<file path="src/rtl/spi_pkg.sv">
// Shared SPI definitions for the BKP slave and master endpoints.
package spi_pkg;

   localparam int unsigned SPI_BYTE_W = 8;

   // SPI modes as {CPOL, CPHA}
   localparam logic [1:0] MODE0 = 2'b00;
   localparam logic [1:0] MODE1 = 2'b01;
   localparam logic [1:0] MODE2 = 2'b10;
   localparam logic [1:0] MODE3 = 2'b11;

   typedef enum logic [1:0] {
      ST_IDLE  = 2'd0,
      ST_LOAD  = 2'd1,
      ST_SHIFT = 2'd2
   } spi_state_e;

   typedef logic [SPI_BYTE_W-1:0] spi_byte_t;

endpackage

</file>
<file path="src/rtl/spi_slave_bkp_if.sv">
// BKP byte bus between the SPI slave endpoint and its host.
interface spi_slave_bkp_if;
   import spi_pkg::*;

   spi_byte_t bkp_data_i;
   logic      bkp_ready_i;
   logic      bkp_busy_o;
   spi_byte_t bkp_data_o;
   logic      bkp_ready_o;

   modport slave  (input  bkp_data_i, bkp_ready_i,
                   output bkp_busy_o, bkp_data_o, bkp_ready_o);
   modport master (output bkp_data_i, bkp_ready_i,
                   input  bkp_busy_o, bkp_data_o, bkp_ready_o);

endinterface

</file>
<file path="src/rtl/spi_slave_txfifo.sv">
// Synchronous TX byte FIFO; DEPTH must be a power of two.
module spi_slave_txfifo
   import spi_pkg::*;
#(
   parameter  int unsigned DEPTH = 2,
   parameter  int unsigned W     = SPI_BYTE_W,
   localparam int unsigned CNT_W = $clog2(DEPTH + 1)
) (
   input  logic             clk,
   input  logic             clr,
   input  logic             push,
   input  logic             pop,
   input  logic [W-1:0]     wdata,
   output logic [W-1:0]     rdata_c,
   output logic             full,
   output logic [CNT_W-1:0] count
);

   localparam int unsigned AW = (DEPTH > 1) ? $clog2(DEPTH) : 1;

   logic [W-1:0]     mem [DEPTH];
   logic [AW-1:0]    wr_ptr;
   logic [AW-1:0]    rd_ptr;
   logic [CNT_W-1:0] count_d;
   logic             do_push;
   logic             do_pop;

   assign do_push = push && !full;
   assign do_pop  = pop && (count != '0);
   assign rdata_c = mem[rd_ptr];

   always_comb begin
      count_d = count;
      unique case ({do_push, do_pop})
         2'b10:   count_d = count + CNT_W'(1);
         2'b01:   count_d = count - CNT_W'(1);
         default: count_d = count;
      endcase
   end

   always_ff @(posedge clk) begin
      if (clr) begin
         wr_ptr <= '0;
         rd_ptr <= '0;
         count  <= '0;
         full   <= 1'b0;
      end else begin
         if (do_push) begin
            mem[wr_ptr] <= wdata;
            wr_ptr      <= wr_ptr + AW'(1);
         end
         if (do_pop) rd_ptr <= rd_ptr + AW'(1);
         count <= count_d;
         full  <= (count_d == CNT_W'(DEPTH));
      end
   end

endmodule

</file>
<file path="src/rtl/spi_slave_bkp.sv">
// SPI slave endpoint for the BKP byte bus, oversampling SCK/SS/MOSI in clk.
// Optional LSB-first shifting is enabled by defining SPI_SLAVE_LSB_FIRST_EN.
module spi_slave_bkp
   import spi_pkg::*;
#(
   parameter int unsigned SYNC_STAGES = 2,
   parameter int unsigned TX_DEPTH    = 2,
   parameter spi_byte_t   IDLE_FILL   = 8'h00
) (
   input  logic clk,
   input  logic rst_n,
   input  logic DESR,
   input  logic CPOL,
   input  logic CPHA,
   input  logic SCK_i,
   input  logic SS_i,
   input  logic MOSI_i,
`ifdef SPI_SLAVE_LSB_FIRST_EN
   input  logic lsb_first,
`endif
   output logic MISO_o,
   output logic MISO_oe,
   output logic frame_active_o,
   output logic tx_underrun_o,
   spi_slave_bkp_if.slave bus
);

   localparam int unsigned LAST  = SYNC_STAGES - 1;
   localparam int unsigned PREV  = SYNC_STAGES - 2;
   localparam int unsigned BIT_W = $clog2(SPI_BYTE_W);
   localparam int unsigned CNT_W = $clog2(TX_DEPTH + 1);

   logic srst;
   logic [SYNC_STAGES-1:0] sck_q, ss_q, mosi_q;
   logic sck_rise, sck_fall, sample_edge, shift_edge, ss_fall, ss_rise, mosi_bit;

   spi_state_e       state_q, state_d;
   spi_byte_t        tx_sr_q, tx_sr_d, rx_sr_q, rx_sr_d, rx_next, tx_shift;
   spi_byte_t        data_q, data_d, load_byte;
   logic [BIT_W-1:0] bit_cnt_q, bit_cnt_d;
   logic byte_done_q, byte_done_d, first_q, first_d, fill_pend_q, fill_pend_d;
   logic oe_q, oe_d, miso_q, miso_d, ready_q, ready_d, underrun_q, underrun_d, tx_bit;

   logic             pop_c;
   logic             fifo_full;
   logic             fifo_empty;
   spi_byte_t        fifo_head;
   logic [CNT_W-1:0] fifo_count;

   assign srst = !rst_n || !DESR;

   // Input synchronisers; SS presets inactive, SCK presets to its idle level
   always_ff @(posedge clk) begin
      if (srst) begin
         sck_q  <= {SYNC_STAGES{CPOL}};
         ss_q   <= '1;
         mosi_q <= '0;
      end else begin
         sck_q  <= {sck_q[PREV:0], SCK_i};
         ss_q   <= {ss_q[PREV:0], SS_i};
         mosi_q <= {mosi_q[PREV:0], MOSI_i};
      end
   end

   assign sck_rise    =  sck_q[PREV] & ~sck_q[LAST];
   assign sck_fall    = ~sck_q[PREV] &  sck_q[LAST];
   assign sample_edge = (CPOL == CPHA) ? sck_rise : sck_fall;
   assign shift_edge  = (CPOL == CPHA) ? sck_fall : sck_rise;
   assign ss_fall     = ~ss_q[PREV] &  ss_q[LAST];
   assign ss_rise     =  ss_q[PREV] & ~ss_q[LAST];
   assign mosi_bit    = mosi_q[LAST];

   spi_slave_txfifo #(.DEPTH(TX_DEPTH), .W(SPI_BYTE_W)) u_txfifo (
      .clk     (clk),
      .clr     (srst),
      .push    (bus.bkp_ready_i),
      .pop     (pop_c),
      .wdata   (bus.bkp_data_i),
      .rdata_c (fifo_head),
      .full    (fifo_full),
      .count   (fifo_count)
   );

   assign fifo_empty = (fifo_count == '0);
   assign load_byte  = fifo_empty ? IDLE_FILL : fifo_head;

`ifdef SPI_SLAVE_LSB_FIRST_EN
   assign rx_next  = lsb_first ? {mosi_bit, rx_sr_q[SPI_BYTE_W-1:1]}
                               : {rx_sr_q[SPI_BYTE_W-2:0], mosi_bit};
   assign tx_shift = lsb_first ? (tx_sr_q >> 1) : (tx_sr_q << 1);
   assign tx_bit   = lsb_first ? tx_sr_d[0] : tx_sr_d[SPI_BYTE_W-1];
`else
   assign rx_next  = {rx_sr_q[SPI_BYTE_W-2:0], mosi_bit};
   assign tx_shift = tx_sr_q << 1;
   assign tx_bit   = tx_sr_d[SPI_BYTE_W-1];
`endif

   // Next-state and datapath update
   always_comb begin
      state_d     = state_q;
      tx_sr_d     = tx_sr_q;
      rx_sr_d     = rx_sr_q;
      bit_cnt_d   = bit_cnt_q;
      byte_done_d = byte_done_q;
      first_d     = first_q;
      fill_pend_d = fill_pend_q;
      oe_d        = oe_q;
      data_d      = data_q;
      ready_d     = 1'b0;
      underrun_d  = underrun_q;
      pop_c       = 1'b0;

      unique case (state_q)
         ST_IDLE: begin
            oe_d = 1'b0;
            if (ss_fall) state_d = ST_LOAD;
         end
         ST_LOAD: begin
            pop_c       = !fifo_empty;
            tx_sr_d     = load_byte;
            underrun_d  = underrun_q | fifo_empty;
            rx_sr_d     = '0;
            bit_cnt_d   = '0;
            byte_done_d = 1'b0;
            first_d     = 1'b1;
            fill_pend_d = 1'b0;
            oe_d        = 1'b1;
            state_d     = ST_SHIFT;
         end
         ST_SHIFT: begin
            if (sample_edge) begin
               rx_sr_d   = rx_next;
               bit_cnt_d = bit_cnt_q + BIT_W'(1);
               // A fill byte only counts as an underrun once the master clocks it
               if (fill_pend_q) begin
                  underrun_d  = 1'b1;
                  fill_pend_d = 1'b0;
               end
               if (bit_cnt_q == BIT_W'(SPI_BYTE_W - 1)) begin
                  data_d      = rx_next;
                  ready_d     = 1'b1;
                  byte_done_d = 1'b1;
               end
            end
            if (shift_edge) begin
               first_d = 1'b0;
               if (CPHA && first_q) begin
                  tx_sr_d = tx_sr_q;
               end else if (byte_done_q) begin
                  pop_c       = !fifo_empty;
                  tx_sr_d     = load_byte;
                  fill_pend_d = fifo_empty;
                  byte_done_d = 1'b0;
               end else begin
                  tx_sr_d = tx_shift;
               end
            end
         end
         default: state_d = ST_IDLE;
      endcase

      if (ss_rise) begin
         state_d     = ST_IDLE;
         oe_d        = 1'b0;
         bit_cnt_d   = '0;
         byte_done_d = 1'b0;
         fill_pend_d = 1'b0;
      end

      miso_d = oe_d & tx_bit;
   end

   always_ff @(posedge clk) begin
      if (srst) begin
         state_q     <= ST_IDLE;
         tx_sr_q     <= '0;
         rx_sr_q     <= '0;
         bit_cnt_q   <= '0;
         byte_done_q <= 1'b0;
         first_q     <= 1'b0;
         fill_pend_q <= 1'b0;
         oe_q        <= 1'b0;
         miso_q      <= 1'b0;
         data_q      <= '0;
         ready_q     <= 1'b0;
         underrun_q  <= 1'b0;
      end else begin
         state_q     <= state_d;
         tx_sr_q     <= tx_sr_d;
         rx_sr_q     <= rx_sr_d;
         bit_cnt_q   <= bit_cnt_d;
         byte_done_q <= byte_done_d;
         first_q     <= first_d;
         fill_pend_q <= fill_pend_d;
         oe_q        <= oe_d;
         miso_q      <= miso_d;
         data_q      <= data_d;
         ready_q     <= ready_d;
         underrun_q  <= underrun_d;
      end
   end

   assign MISO_o          = miso_q;
   assign MISO_oe         = oe_q;
   assign frame_active_o  = ~ss_q[LAST];
   assign tx_underrun_o   = underrun_q;
   assign bus.bkp_busy_o  = fifo_full;
   assign bus.bkp_data_o  = data_q;
   assign bus.bkp_ready_o = ready_q;

endmodule
</file>
<file path="src/flat_wrapper.sv">
// flat-port wrapper written by rule: the top's interface ports become plain ports
module spi_slave_bkp_flat import spi_pkg::*;
#(
   parameter int unsigned SYNC_STAGES = 2,
   parameter int unsigned TX_DEPTH    = 2,
   parameter spi_byte_t   IDLE_FILL   = 8'h00
)
  (clk, rst_n, DESR, CPOL, CPHA, SCK_i, SS_i, MOSI_i, MISO_o, MISO_oe, frame_active_o, tx_underrun_o, bus_bkp_data_i, bus_bkp_ready_i, bus_bkp_busy_o, bus_bkp_data_o, bus_bkp_ready_o);
  spi_slave_bkp_if bus_i ();
  input  logic clk;
  input  logic rst_n;
  input  logic DESR;
  input  logic CPOL;
  input  logic CPHA;
  input  logic SCK_i;
  input  logic SS_i;
  input  logic MOSI_i;
  output logic MISO_o;
  output logic MISO_oe;
  output logic frame_active_o;
  output logic tx_underrun_o;
  input wire logic [$bits(bus_i.bkp_data_i)-1:0] bus_bkp_data_i;
  input wire logic [$bits(bus_i.bkp_ready_i)-1:0] bus_bkp_ready_i;
  output wire logic [$bits(bus_i.bkp_busy_o)-1:0] bus_bkp_busy_o;
  output wire logic [$bits(bus_i.bkp_data_o)-1:0] bus_bkp_data_o;
  output wire logic [$bits(bus_i.bkp_ready_o)-1:0] bus_bkp_ready_o;
  assign bus_i.bkp_data_i = bus_bkp_data_i;
  assign bus_i.bkp_ready_i = bus_bkp_ready_i;
  assign bus_bkp_busy_o = bus_i.bkp_busy_o;
  assign bus_bkp_data_o = bus_i.bkp_data_o;
  assign bus_bkp_ready_o = bus_i.bkp_ready_o;
  spi_slave_bkp #(.SYNC_STAGES(SYNC_STAGES), .TX_DEPTH(TX_DEPTH), .IDLE_FILL(IDLE_FILL)) u_core (.clk(clk), .rst_n(rst_n), .DESR(DESR), .CPOL(CPOL), .CPHA(CPHA), .SCK_i(SCK_i), .SS_i(SS_i), .MOSI_i(MOSI_i), .MISO_o(MISO_o), .MISO_oe(MISO_oe), .frame_active_o(frame_active_o), .tx_underrun_o(tx_underrun_o), .bus(bus_i));
endmodule
</file>
<file path="config.mk">
export PLATFORM = sky130hd
export DESIGN_NAME = spi_slave_bkp_flat
export DESIGN_NICKNAME = d
export VERILOG_FILES = /design/src/rtl/spi_pkg.sv /design/src/rtl/spi_slave_bkp_if.sv /design/src/rtl/spi_slave_txfifo.sv /design/src/rtl/spi_slave_bkp.sv /design/src/flat_wrapper.sv
export SDC_FILE = /design/constraint.sdc
export NUM_CORES = 1
export LEC_CHECK = 0
export ABC_AREA = 1
export BUFFER_PORTS_ARGS = -buffer_cell sky130_fd_sc_hd__buf_2
export CAP_MARGIN = 30
export CORE_MARGIN = 1
export CORE_UTILIZATION = 35
export DETAILED_ROUTE_END_ITERATION = 10
export PLACE_DENSITY = 0.51
export SLEW_MARGIN = 5
export SYNTH_ARGS = -nofsm -noshare
export SYNTH_HDL_FRONTEND = slang
export SYNTH_SLANG_ARGS = --single-unit
</file>
<file path="constraint.sdc">
create_clock -name clk -period 2.63 [get_ports clk]
set_input_delay 0.1315 -clock clk [delete_from_list [all_inputs] [get_ports clk]]
set_output_delay 0.1315 -clock clk [all_outputs]
set_load 0.05 [all_outputs]
</file>
# Word level (Yosys, flattened, before mapping)
# Memory sizes are Yosys's and may differ from the RTL's. A register that Yosys moved wholly into a read port is not among the register bits.
# Index checks and enable logic that the tools add are counted.
word_totals:
  regBits: 46
  mem_bits_rw: 16
  word_cells: 113
  mem_count: 1
classes:
  n_addsub: 5
  eq_ne: 12
  muxes: 43
  n_bitwise: 12
  reduce_logical: 20
memory_table:
  columns: ["name", "words", "width", "rd", "rd_ports_with_merged_regs", "write_ports", "line_no", "source"]
  rows:
  - ["u_core.u_txfifo.mem", 2, 8, 1, 1, 1, "spi_slave_txfifo.sv:21", "logic [W-1:0] mem [DEPTH];"]
op_table:
  columns: ["cell", "n"]
  rows:
  - ["$mux 8", 4]
  - ["$mux 1", 24]
  - ["$pmux 8 s2", 1]
  - ["$pmux 7 s2", 1]
  - ["$pmux 1 s2", 6]
  - ["$reduce_and 3->1", 3]
  - ["$ne 2x1->1 const B", 4]
  - ["$mux 7", 1]
  - ["$eq 2x2->1 const B", 3]
  - ["$not 1->1", 6]
  - ["$pmux 2 s3", 1]
  - ["$pmux 3 s2", 1]
  - ["$reduce_and 2->1", 3]
  - ["$and 1x1->1", 5]
  - ["$eq 2x1->1 const B", 2]
  - ["$logic_not 1->1", 4]
  - ["$logic_not 2->1", 2]
  - ["$mux 2", 2]
  - ["$pmux 2 s2", 1]
  - ["$reduce_bool 2->1", 2]
  - ["$add 3x1->3 const B", 1]
  - ["$eq 3x3->1 const B", 1]
  - ["$logic_and 1x1->1", 3]
  - ["$mux 3", 1]
  - ["9 further kinds", 10]

# Longest topological paths before layout
logic_depth:
  depth_word: 10
  ltp_mapped: 14
  depth_no_buf: 14

# By module
# Synthesis repeated with hierarchy kept, for this count alone.
hier_totals:
  hier_cells: 342
  hier_area_um2: 2800.2
modules_own_cells:
  columns: ["mod", "instances", "cells_per_inst", "area_per_inst_um2", "seq_area_each_um2"]
  rows:
  - ["spi_slave_bkp", 1, 279, 1944.4, 820.8]
  - ["spi_slave_txfifo", 1, 63, 855.8, 600.6]

# Worst setup path after synthesis
# No wires, ideal clock.
synth_timing:
  path_kind: "flip-flop to flip-flop"
  startpoint: "reg u_core.state_q[1]"
  endpoint: "reg u_core.u_txfifo.full"
  t_arrival_ns: 1.856
  t_required_ns: 2.538
  slack_ns: 0.682
  stages_incl_launch_ff: 12
  path_buffers: 0
  cell_sequence: "dfxtp_1 -> inv_1 -> ha_1 -> inv_1 -> nor2_1 -> nand2_1 -> inv_1 -> ha_1 -> a21oi_1 -> o21ai_0 -> and2_1 -> nor4_1"
synth_via:
  elab_chain_cells: 6
  elab_cells_between_ends: 8
  classes_between: "5 x eq/ne; 2 x mux; 1 x reduce/logical"
synth_lines:
  columns: ["element", "line_no", "source"]
  rows:
  - ["start: declaration", "spi_slave_bkp.sv:37", "spi_state_e state_q, state_d;"]
  - ["start signal: assignment", "spi_slave_bkp.sv:188", "state_q <= state_d;"]
  - ["$eq 2x2->1 / $eq 2x1->1 (equally long branches)", "spi_slave_bkp.sv:113", "unique case (state_q)"]
  - ["$pmux 1 s2 *", "spi_slave_bkp.sv:113", null]
  - ["$logic_and 1x1->1 *", "spi_slave_txfifo.sv:29", "assign do_pop = pop && (count != '0);"]
  - ["via u_core.u_txfifo.do_pop", "spi_slave_txfifo.sv:26", "logic do_pop;"]
  - ["$eq 2x1->1 / $eq 2x2->1 (equally long branches)", "spi_slave_txfifo.sv:34", "unique case ({do_push, do_pop})"]
  - ["$pmux 2 s2 *", "spi_slave_txfifo.sv:34", null]
  - ["$eq 2x2->1 *", "spi_slave_txfifo.sv:54", "full <= (count_d == CNT_W'(DEPTH));"]
  - ["end signal: assignment", "spi_slave_txfifo.sv:54", null]
  - ["end: declaration", "spi_slave_txfifo.sv:15", "output logic full,"]
# The timed path passes the listed nets; every way through them passes the cells marked *.
# A chain may end at the register's enable or synchronous reset.

# Worst setup path in the final report
# Ends and elaborated chain as after synthesis.

==> impl_metrics.tcl <==
set metrics [dict create \
    die_h_um 89.8 \
    ys_warn_count 0 \
    cts-hold-fix-buffers 11 \
    hp-class "in2reg" \
    num-fill-cells 774 \
    setup_ws_ns 0.406 \
    gpl.final_weighted_congestion 0.804 \
    finalSetupViolCount 0 \
    clock_tree.buffer_depth 2 \
    synth_top_area_share_pct 34.8 \
    power_frac_clock_pct 40.3 \
    cts-root-buf "clkbuf_8" \
    p_leak_nw 1.36 \
    layout-drive-gt1-share_pct 16.3 \
    cts_tree "done" \
    final_cells 491 \
    synthTopCellsByArea "dfxtp_1 35%, edfxtp_1 18%, nand2_1 11%" \
    viasPerCell 4.54 \
    maxCapViolCount 0 \
    worstSetupStartpointType "flop" \
    hpwlAfterDp_um 3780 \
    grt.overflow.total 0 \
    ios 31 \
    yosysSeqAreaShare_pct 52.6 \
    final_cell_mix "81 x nand2_1, 50 x nor2_1, 47 x dfxtp_1, 33 x inv_1, 30 x buf_2" \
    endpoint_kind "flop" \
    die_x_um 89.8 \
    outcome "complete, no violations" \
    cts_buffers 9 \
    synth_nets 363 \
    intPower_mw 1.51 \
    totalWireLength_um 5490 \
    crit_chain "inv_1 > ha_1 > inv_1 > nor2_1 > nand2_1 > inv_1 > ha_1 > a21oi_1 > o21ai_0 > and2_1 > nor4_1" \
    clkLatencyLatePin_ns 0.33 \
    ys_types 30 \
    p_comb_share_pct 9.0 \
    max_slew_margin_pct 56.8 \
    htreeDepth 3 \
    cp.required_ns 2.86 \
    antenna_found_initial 0 \
    hold_violations 0 \
    portBuffers 30 \
    rrSetupSlack_ns 0.41 \
    grt_pass1_wl_um 9560 \
    vias 2230 \
    core-area_um2 7370 \
    synth_seq_cells 63 \
    final.setup_skew_ns 0.00891 \
    cp_max_fo 6 \
    start_util_pct 36.6 \
    switchingPower_uw 506 \
    drc 0 \
    routed_wire_length_per_instance_um 11.2 \
    dr.pass1.iters 4 \
    clkSinkCount 63 \
    critPathArrivalTime_ns 2.46 \
    peakVddDrop_mv 0.357 \
    ant_nets 0 \
    layout_commonest_cell "nand2_1" \
    dpl_cell_area_um2 2960 \
    track_usage_pct 15.1 \
    maxSlewViolCount 0 \
    post_cts_buffers 0 \
    dp.cells 464 \
    diodes 0 \
    synth_cells 340 \
    tightest_slew_ns 0.645 \
    rsz0062_at_grt "false" \
    min_period_over_period_pct 84.5 \
    slowest_delay_ns 0.39 \
    stdcell_area_um2 3260 \
    whs_ns 0.0663 \
    grt_pass1_vias 2074 \
    fin_tns_setup_ns 0 \
    regArea_um2 1420 \
    die_area_um2 8070 \
    finalCriticalPeriod_ns 2.22 \
    max_freq_mhz 450 \
    final_nets 410 \
    critPathMostFrequentCell "inv_1" \
    p_sw_share_pct 25.1 \
    drtIter0Drc 122 \
    grt_max_degree 30 \
    cellPowerDensity_nw_per_um2 619 \
    path_clk_slew_ns 0.07 \
    syn_area_um2 2700 \
    pre_cts_ws_ns 0.424 \
    yosysTopAreaCell "dfxtp_1" \
    avgSynthCellArea_um2 7.94 \
    rows 31 \
    crit_slowest_cell "ha_1" \
    seq_power_share_pct 50.6 \
    syn_to_final_growth_pct 20.7 \
    critical_path_class "reg2reg" \
    ctsResizeCount 0 \
    multi_input_area_um2 1100 \
]
==> critical path, delay by kind of cell, from the launching register on <==
family,cells,cell delay [ns]
buf+inv,3,0.30
simple gates,4,0.62
fa+ha+maj,2,0.63
compound gates,2,0.22
flops,1,0.37
==> layer usage <==
layer | up-vias | GRT usage, % | routed length [um]
met5 | - | 0 | 0
met4 | 0 | 8.20 | 99
met3 | 8 | 3.64 | 192
met2 | 42 | 21.5 | 2320
met1 | 990 | 20.8 | 2880
li1 | 1190 | - | -
==> Yosys cell counts, drive strengths merged <==
cell type and n:
xnor2 1, a31oi 1, clkbuf 5, o21bai 1, buf 5, or2 8
dfxtp 47, edfxtp 16, a211oi 1, nand2 82, nand4 1, and2 1
o21ai 31, nor3 2, clkinv 1, nor4 1, nor2 52, a21oi 25
nand3 19, ha 6, inv 33, o21a 1
==> power groups by stage <==
stage | combinational (mW) | sequential [mW] | clock [mW]
6_report | 0.182 | 1.02 | 0.814
5_1_grt | 0.208 | 1.02 | 0.877
4_1_cts | 0.183 | 1.02 | 0.838
3_5_place_dp | 0.170 | 1.04 | 0
3_3_place_gp | 0.169 | 1.04 | 0
2_1_floorplan | 0.118 | 1.05 | 0
==> path summary, 6_finish.rpt <==
check,start,depth (start not counted),to
setup reg to reg,u_core.state_q[1],11,u_core.u_txfifo.full
hold / removal,CPOL,3,u_core.sck_q[0]
hold reg to reg,u_core.mosi_q[0],2,u_core.mosi_q[1]
setup / recovery,u_core.state_q[1],11,u_core.u_txfifo.full
==> logic make-up after synthesis <==
family | share of synthesized area (%)
xor+xnor | 0.324
compound gates | 11.9
fa+ha+maj | 2.78
buf+inv | 6.67
flops | 52.6
simple gates | 25.7
==> state kept, by name (all words and copies together) (netlist names), 2 cells and up, named ones only <==
register	count
u_core.bit_cnt_q	3
u_core.bus.bkp_data_o	8
u_core.mosi_q	2
u_core.rx_sr_q	7
u_core.sck_q	2
u_core.ss_q	2
u_core.state_q	2
u_core.tx_sr_q	8
u_core.u_txfifo.count	2
u_core.u_txfifo.mem	16
==> area by class of cell <==
cell class / instances / area share, %
flip-flops and latches: 63 / 43.6
multi-input cells: 233 / 33.7
repair buffers: 46 / 9.14
clock buffers: 10 / 3.92
inverters: 34 / 3.92
well taps: 99 / 3.80
clock inverters: 6 / 1.88
==> metrics by stage <==
stage / util [%] / total power [mW]
6_report: 44.2 / 2.02
5_1_grt: 44.2 / 2.11
4_1_cts: 44.2 / 2.04
3_5_place_dp: 40.2 / 1.21
3_3_place_gp: 40.2 / 1.21
2_1_floorplan: - / 1.16
(Power assumes the default switching activity.)
